<file path="src/rtl/prt_riscv_irq_ctl.sv">
// N-channel interrupt front end: per-channel synchroniser, edge/level pending
// capture with overrun flags, masked lowest-index select and a single IRQ/ACK line.
module prt_riscv_irq_ctl #(
  parameter int P_CHANNELS    = 8,
  parameter int P_SYNC_STAGES = 2,
  parameter int P_ID_W        = $clog2(P_CHANNELS)
) (
  input  logic                  RST_IN,
  input  logic                  CLK_IN,
  input  logic [P_CHANNELS-1:0] IRQ_IN,
  input  logic [P_CHANNELS-1:0] MODE_IN,
  input  logic [P_CHANNELS-1:0] MASK_IN,
  input  logic                  ACK_IN,
  output logic                  IRQ_OUT,
  output logic [P_ID_W-1:0]     ID_OUT,
  output logic [P_CHANNELS-1:0] PEND_OUT,
  output logic [P_CHANNELS-1:0] OVR_OUT
);

  typedef enum logic [1:0] {IDLE, ASSERT, GAP} state_t;

  state_t                  state_q, state_d;
  logic [P_ID_W-1:0]       id_q, id_d, win;
  logic [P_CHANNELS-1:0]   sync_q [P_SYNC_STAGES];
  logic [P_CHANNELS-1:0]   s, s_d, rise;
  logic [P_CHANNELS-1:0]   pend_q, pend_d, ovr_q, ovr_d;
  logic [P_CHANNELS-1:0]   act, ack_vec;

  always_ff @(posedge CLK_IN or posedge RST_IN) begin
    if (RST_IN) begin
      for (int unsigned k = 0; k < P_SYNC_STAGES; k++) sync_q[k] <= '0;
      s_d <= '0;
    end else begin
      sync_q[0] <= IRQ_IN;
      for (int unsigned k = 1; k < P_SYNC_STAGES; k++) sync_q[k] <= sync_q[k-1];
      s_d <= s;
    end
  end

  assign s    = sync_q[P_SYNC_STAGES-1];
  assign rise = s & ~s_d;
  assign act  = pend_q & MASK_IN;

  // ACK only counts while a request is actually on the line
  always_comb begin
    ack_vec = '0;
    if (state_q == ASSERT && ACK_IN) ack_vec[id_q] = 1'b1;
  end

  // Edge channels: a new edge beats a same-cycle ACK; level channels follow s
  always_comb begin
    pend_d = (MODE_IN & (rise | (pend_q & ~ack_vec))) | (~MODE_IN & s);
    ovr_d  = (ovr_q & ~(ack_vec & MODE_IN)) | (rise & pend_q & MODE_IN);
  end

  always_comb begin
    win = '0;
    for (int unsigned i = P_CHANNELS; i > 0; i--) begin
      if (act[i-1]) win = P_ID_W'(i-1);
    end
  end

  always_comb begin
    state_d = state_q;
    id_d    = id_q;
    case (state_q)
      IDLE: begin
        if (|act) begin
          state_d = ASSERT;
          id_d    = win;
        end
      end
      ASSERT: begin
        if (ACK_IN || !act[id_q]) state_d = GAP;
      end
      GAP:     state_d = IDLE;
      default: state_d = IDLE;
    endcase
  end

  always_ff @(posedge CLK_IN or posedge RST_IN) begin
    if (RST_IN) begin
      state_q <= IDLE;
      id_q    <= '0;
      pend_q  <= '0;
      ovr_q   <= '0;
    end else begin
      state_q <= state_d;
      id_q    <= id_d;
      pend_q  <= pend_d;
      ovr_q   <= ovr_d;
    end
  end

  assign IRQ_OUT  = (state_q == ASSERT);
  assign ID_OUT   = id_q;
  assign PEND_OUT = pend_q;
  assign OVR_OUT  = ovr_q;

endmodule
</file>
<file path="config.mk">
export PLATFORM = sky130hd
export DESIGN_NAME = prt_riscv_irq_ctl
export DESIGN_NICKNAME = d
export VERILOG_FILES = /design/src/rtl/prt_riscv_irq_ctl.sv
export SDC_FILE = /design/constraint.sdc
export NUM_CORES = 1
export LEC_CHECK = 0
export CORE_MARGIN = 2
export CORE_UTILIZATION = 51
export CTS_CLUSTER_DIAMETER = 120
export CTS_CLUSTER_SIZE = 28
export DETAILED_ROUTE_END_ITERATION = 10
export PLACE_DENSITY = 0.84
export RECOVER_POWER = 25
export SKIP_LAST_GASP = 1
export SYNTH_ARGS = -nofsm -noshare
export SYNTH_HDL_FRONTEND = slang
export SYNTH_SLANG_ARGS = --single-unit
</file>
<file path="constraint.sdc">
create_clock -name CLK_IN -period 2.5 [get_ports CLK_IN]
set_clock_uncertainty 0.2 [all_clocks]
set_input_delay 0.625 -clock CLK_IN [delete_from_list [all_inputs] [get_ports CLK_IN]]
set_output_delay 0.625 -clock CLK_IN [all_outputs]
set_load 0.01 [all_outputs]
</file>
Yosys cells after proc, flatten, opt, wreduce, memory -nomap -nowiden. Cells that the tools add are included.

Output and inout bits: 20. Logic and storage cells: 52. Bits in registers: 45.

Equal/unequal tests: 3. Multiplexer cells: 16. Magnitude comparators: 2. Reductions and logical operators: 8. Bitwise logic cells: 16.

Operators by type and width (number): AND 8 bit (9); NOT 8 bit (4); 2-to-1 mux 3 bit (8); OR 8 bit (3); 2-to-1 mux 8 bit (1); OR reduction 8 bit (1); < comparator 3 x 4 -> 1 bit, second input constant (1); 2-to-1 mux 2 bit (2); case mux 2 bit (2 select lines) (1); AND reduction 2 bit (2); binary-select mux 1 bit (select 3 bit) (1); demux 1 bit (select 3 bit) (1); greater-or-equal comparator 3 x 1 -> 1 bit, second input constant (1); equality test 2 x 1 -> 1 bit, second input constant (1); logical AND 1 bit (2); zero test 2 bit (1); 2-to-1 mux 1 bit (2); inequality test 2 x 1 -> 1 bit, second input constant (1); inequality test 2 bit, second input constant (1); zero test 1 bit (1); logical OR 1 bit (1).

Longest topological paths before layout.
Depth after elaboration: 10. Depth in mapped cells: 5.

Least setup slack after synthesis. Ideal clock, no wire load.

Path type: input-to-reg. Start point: input port MASK_IN[6]. End point: register state_q[0]. Path slack: 0.727 ns. Buffers on the path: 0. Arrival time: 1.453 ns. Stages: 4. Cell sequence: and2_1 -> nand3b_1 -> o31a_1 -> a31o_1.

Cells in the longest elaborated chain, start to end: 7. Elaborated cells between the ends (all ways): 9. Classes of those cells: eq/ne: 2; mux: 2; bitwise: 1; reduce/logical: 4.

Ends and longest elaborated chain: start: declaration (RTL line 12) `input logic [P_CHANNELS-1:0] MASK_IN,`; AND 8 bit * (RTL line 42) `assign act = pend_q & MASK_IN;`; binary-select mux 1 bit (select 3 bit) (RTL line 74) `if (ACK_IN || !act[id_q]) state_d = GAP;`; 2-to-1 mux 1 bit (implied by the code) (RTL line 74); zero test 1 bit (RTL line 74); logical OR 1 bit (RTL line 74); inequality test 2 x 1 -> 1 bit (no line); AND reduction 2 bit (no line) *; end signal: assignment (RTL line 88) `state_q <= state_d;`; end: declaration (RTL line 22) `state_t state_q, state_d;`.

Every way passes the cells marked *; elsewhere a longest branch is shown, timed or not. The select of a mux whose other input is x is not followed. A chain may end at the register's enable or synchronous reset.

Worst setup path in the final report.
Start point: register state_q[1]. End point: output port IRQ_OUT.

Cells in the longest elaborated chain, start to end: 1.

Ends and longest elaborated chain: equality test 2 x 1 -> 1 bit (RTL line 95) `assign IRQ_OUT = (state_q == ASSERT);`; end: declaration (RTL line 14) `output logic IRQ_OUT,`.

No other way between the ends.

==> impl_metrics.env <==
export IMPL_ys_types=35
export IMPL_antenna_cells=0
export IMPL_layout_drive_gt1_share_pct=7.04
export IMPL_yosys_area_top_type="dfrtp_1"
export IMPL_path_buf_inv=1
export IMPL_routedWlPerCell_um=14.8
export IMPL_critical_path_required_ps=1670
export IMPL_fmax_mhz=417
export IMPL_htree_levels=2
export IMPL_internal_power_mw=1.37
export IMPL_grt_pass1_vias=1374
export IMPL_status="finished, final reports clean"
export IMPL_drt_wl_total_um=3620
export IMPL_worstSetupPathType="reg2out"
export IMPL_cp_start_kind="register"
export IMPL_drc=0
export IMPL_cts_made_buffers=5
export IMPL_ios=47
export IMPL_postSynthAreaPerCell_sq_um=12.0
export IMPL_dieArea_sq_um=3930
export IMPL_root_buffer="clkbuf_4"
export IMPL_path_delay_family="buffers and inverters"
export IMPL_firstDrtPassIters=4
export IMPL_fin_tns_setup_ps=0
export IMPL_cp_arrival_ps=1570
export IMPL_syn2layout_area_growth_pct=32.6
export IMPL_powerDensity_nw_per_um2=865
export IMPL_rr_endpoint="PEND_OUT[7]"
export IMPL_vias=1361
export IMPL_layout_common_cells="45 x dfrtp_1, 37 x clkdlybuf4s50_1, 31 x nand2_1, 13 x nand3_1, 12 x a32o_1"
export IMPL_reg2reg_depth=4
export IMPL_cts_resized=0
export IMPL_synth_fp_nets=173
export IMPL_grt_pass1_wl_um=6080
export IMPL_vdd_drop_max_mv=0.501
export IMPL_comb_power_share_pct=37.1
export IMPL_final_common_cell="dfrtp_1"
export IMPL_crit_path_max_incr_delay_ps=540
export IMPL_grt_overflow=0
export IMPL_power_total_mw=2.02
export IMPL_clk_path_buf_depth=2
export IMPL_vias_per_cell=5.56
export IMPL_final_nets=225
export IMPL_globalplace_congestion=0.968
export IMPL_path_clk_slew_ps=100
export IMPL_cpMaxStageDelayCell="clkdlybuf4s50_1"
export IMPL_whs_path_depth=0
export IMPL_crit_chain="and2b_2, clkdlybuf4s50_1"
export IMPL_ys_seq_area_share_pct=64.1
export IMPL_io_buffer_count=46
export IMPL_ant_nets=0
export IMPL_fillerInstances=258
export IMPL_holdBufCountCts=0
export IMPL_antenna_found_initial=0
export IMPL_cts_setup_buffers=0
export IMPL_tightest_slew_ps=761
export IMPL_maxCapViolCount=0
export IMPL_track_usage_pct=20.3
export IMPL_r2r_slack_ps=770
export IMPL_worstHoldEndpoint="s[1]"
export IMPL_numClockSinks=45
export IMPL_worstSetupEndpointType="output port"
export IMPL_switching_power_mw=0.649
export IMPL_start_util_pct=53.1
export IMPL_synthesis_area_sq_um=1760
export IMPL_finalCritPeriodShare_pct=95.9
export IMPL_rsz0062_at_grt="no"
export IMPL_finalMaxSlewViolations=0
export IMPL_ys_warn_count=0
export IMPL_placementRows=21
export IMPL_drtIter0Drc=91
export IMPL_cts_tree="yes"
export IMPL_cellLeakagePower_nw=0.960
export IMPL_min_from="sync_q[9]"
export IMPL_dp_hpwl_um=2770
export IMPL_clockPowerShare_pct=15.7
export IMPL_dieWidth_um=62.7
export IMPL_setup_viol=0
export IMPL_ys_seq_elements=45
export IMPL_relSlewSlack_pct=48.9
export IMPL_synth_top_area_share_pct=64.1
export IMPL_min_period_ps=2400
export IMPL_power_frac_seq_pct=47.2
export IMPL_hold_violations=0
export IMPL_synthCells=146
export IMPL_die_height_um=62.7
export IMPL_hold_path_class="reg2reg"
export IMPL_clk_latency_ps=360
export IMPL_crit_fanout=4
export IMPL_core_area_sq_um=3310
export IMPL_grt_max_degree=26
export IMPL_r2r_start="state_q[1]"
export IMPL_swShare_pct=32.2
export IMPL_synthTopCellsByArea="dfrtp_1 64%, a32o_1 6.8%, nand2_1 6.6%"
==> cell families after synthesis <==
kind of cell | after synthesis | share of synthesized area, %
AOI/OAI and AO/OA | 30 | 14.6
buffers and inverters | 7 | 2.28
DFF | 45 | 64.1
muxes | 1 | 0.569
and+or+nand+nor | 63 | 18.5
==> worst register-to-register path: stages, from the launching register on <==
cell and delay (ps):
dfrtp_1 420, and2b_2 260, and3_1 380, nand3_1 120, a32o_1 260
==> power by group through the flow <==
stage / clock network, mW / registers [mW] / logic, mW
5_1_grt: 0.358 / 0.971 / 0.812
3_5_place_dp: 0 / 0.966 / 0.753
6_report: 0.317 / 0.951 / 0.749
2_1_floorplan: 0 / 0.993 / 0.372
3_3_place_gp: 0 / 0.958 / 0.731
4_1_cts: 0.331 / 0.951 / 0.755
==> how the worst max path moves through the flow <==
stage	start	slack, ps	depth (start not counted)	to
after CTS	state_q[1]	100	2	IRQ_OUT
after global routing	state_q[1]	60	2	IRQ_OUT
after global placement	MASK_IN[3]	230	5	state_q[0]
after floorplan	RST_IN	620	1	ID_OUT[0]
after detailed placement	MASK_IN[3]	190	5	state_q[0]
final	state_q[1]	100	2	IRQ_OUT
==> state kept, by name (all words and copies together), names as in the netlist <==
register	cells
ID_OUT	3
OVR_OUT	8
s_d	8
s	8
PEND_OUT	8
sync_q	8
state_q	2
==> per-stage QoR <==
step                      hold slack [ps]  util [%]  area [sq um]  setup slack (ps)  cells
after global placement                132      68.9          2280               232    237
after detailed placement              136      68.9          2280               189    237
final                                 158      70.4          2330               101    245
after global routing                  166      70.4          2330              55.0    245
after floorplan                       131         -          1760               616    146
after CTS                             161      70.4          2330              99.8    245
==> layer usage <==
metal | GRT usage, % | wire length [um] | share of wire (%) | vias to the layer above
li1 | - | - | - | 635
met1 | 24.8 | 1420 | 39 | 662
met2 | 32.7 | 1840 | 51 | 57
met3 | 7.03 | 303 | 8.4 | 7
met4 | 9.44 | 61 | 1.7 | 0
met5 | 0 | 0 | 0 | -
==> final cells by class <==
| cell class | count | area [sq um] | area share (%) |
|---|---|---|---|
| Multi-Input combinational cell | 94 | 592 | 25.4 |
| Inverter | 3 | 11.3 | 0.483 |
| Timing Repair Buffer | 49 | 495 | 21.3 |
| Sequential cell | 45 | 1130 | 48.3 |
| Clock buffer | 8 | 48.8 | 2.09 |
| Tap cell | 46 | 57.6 | 2.47 |
==> synthesized netlist by cell type <==
master	instances
nand3_1	13
o21ai_0	1
nand4b_1	4
and3_1	1
a31o_1	1
nor2b_4	1
nor2b_1	4
a32oi_1	1
dfrtp_1	45
o211ai_1	2
and3_2	1
nand2_1	31
o32a_1	1
and2_1	1
nand4_1	1
buf_6	1
a2bb2oi_1	1
a32o_1	12
a22oi_2	1
nand3b_1	1
nor2_1	2
o31a_1	1
inv_1	3
and2b_1	1
a22o_1	1
buf_4	1
a31oi_1	1
a22oi_1	1
a21oi_1	4
a21boi_0	1
and2b_2	1
a21o_2	1
and4bb_2	1
buf_2	2
mux2i_1	1
Power figures use the tool's default switching activity.
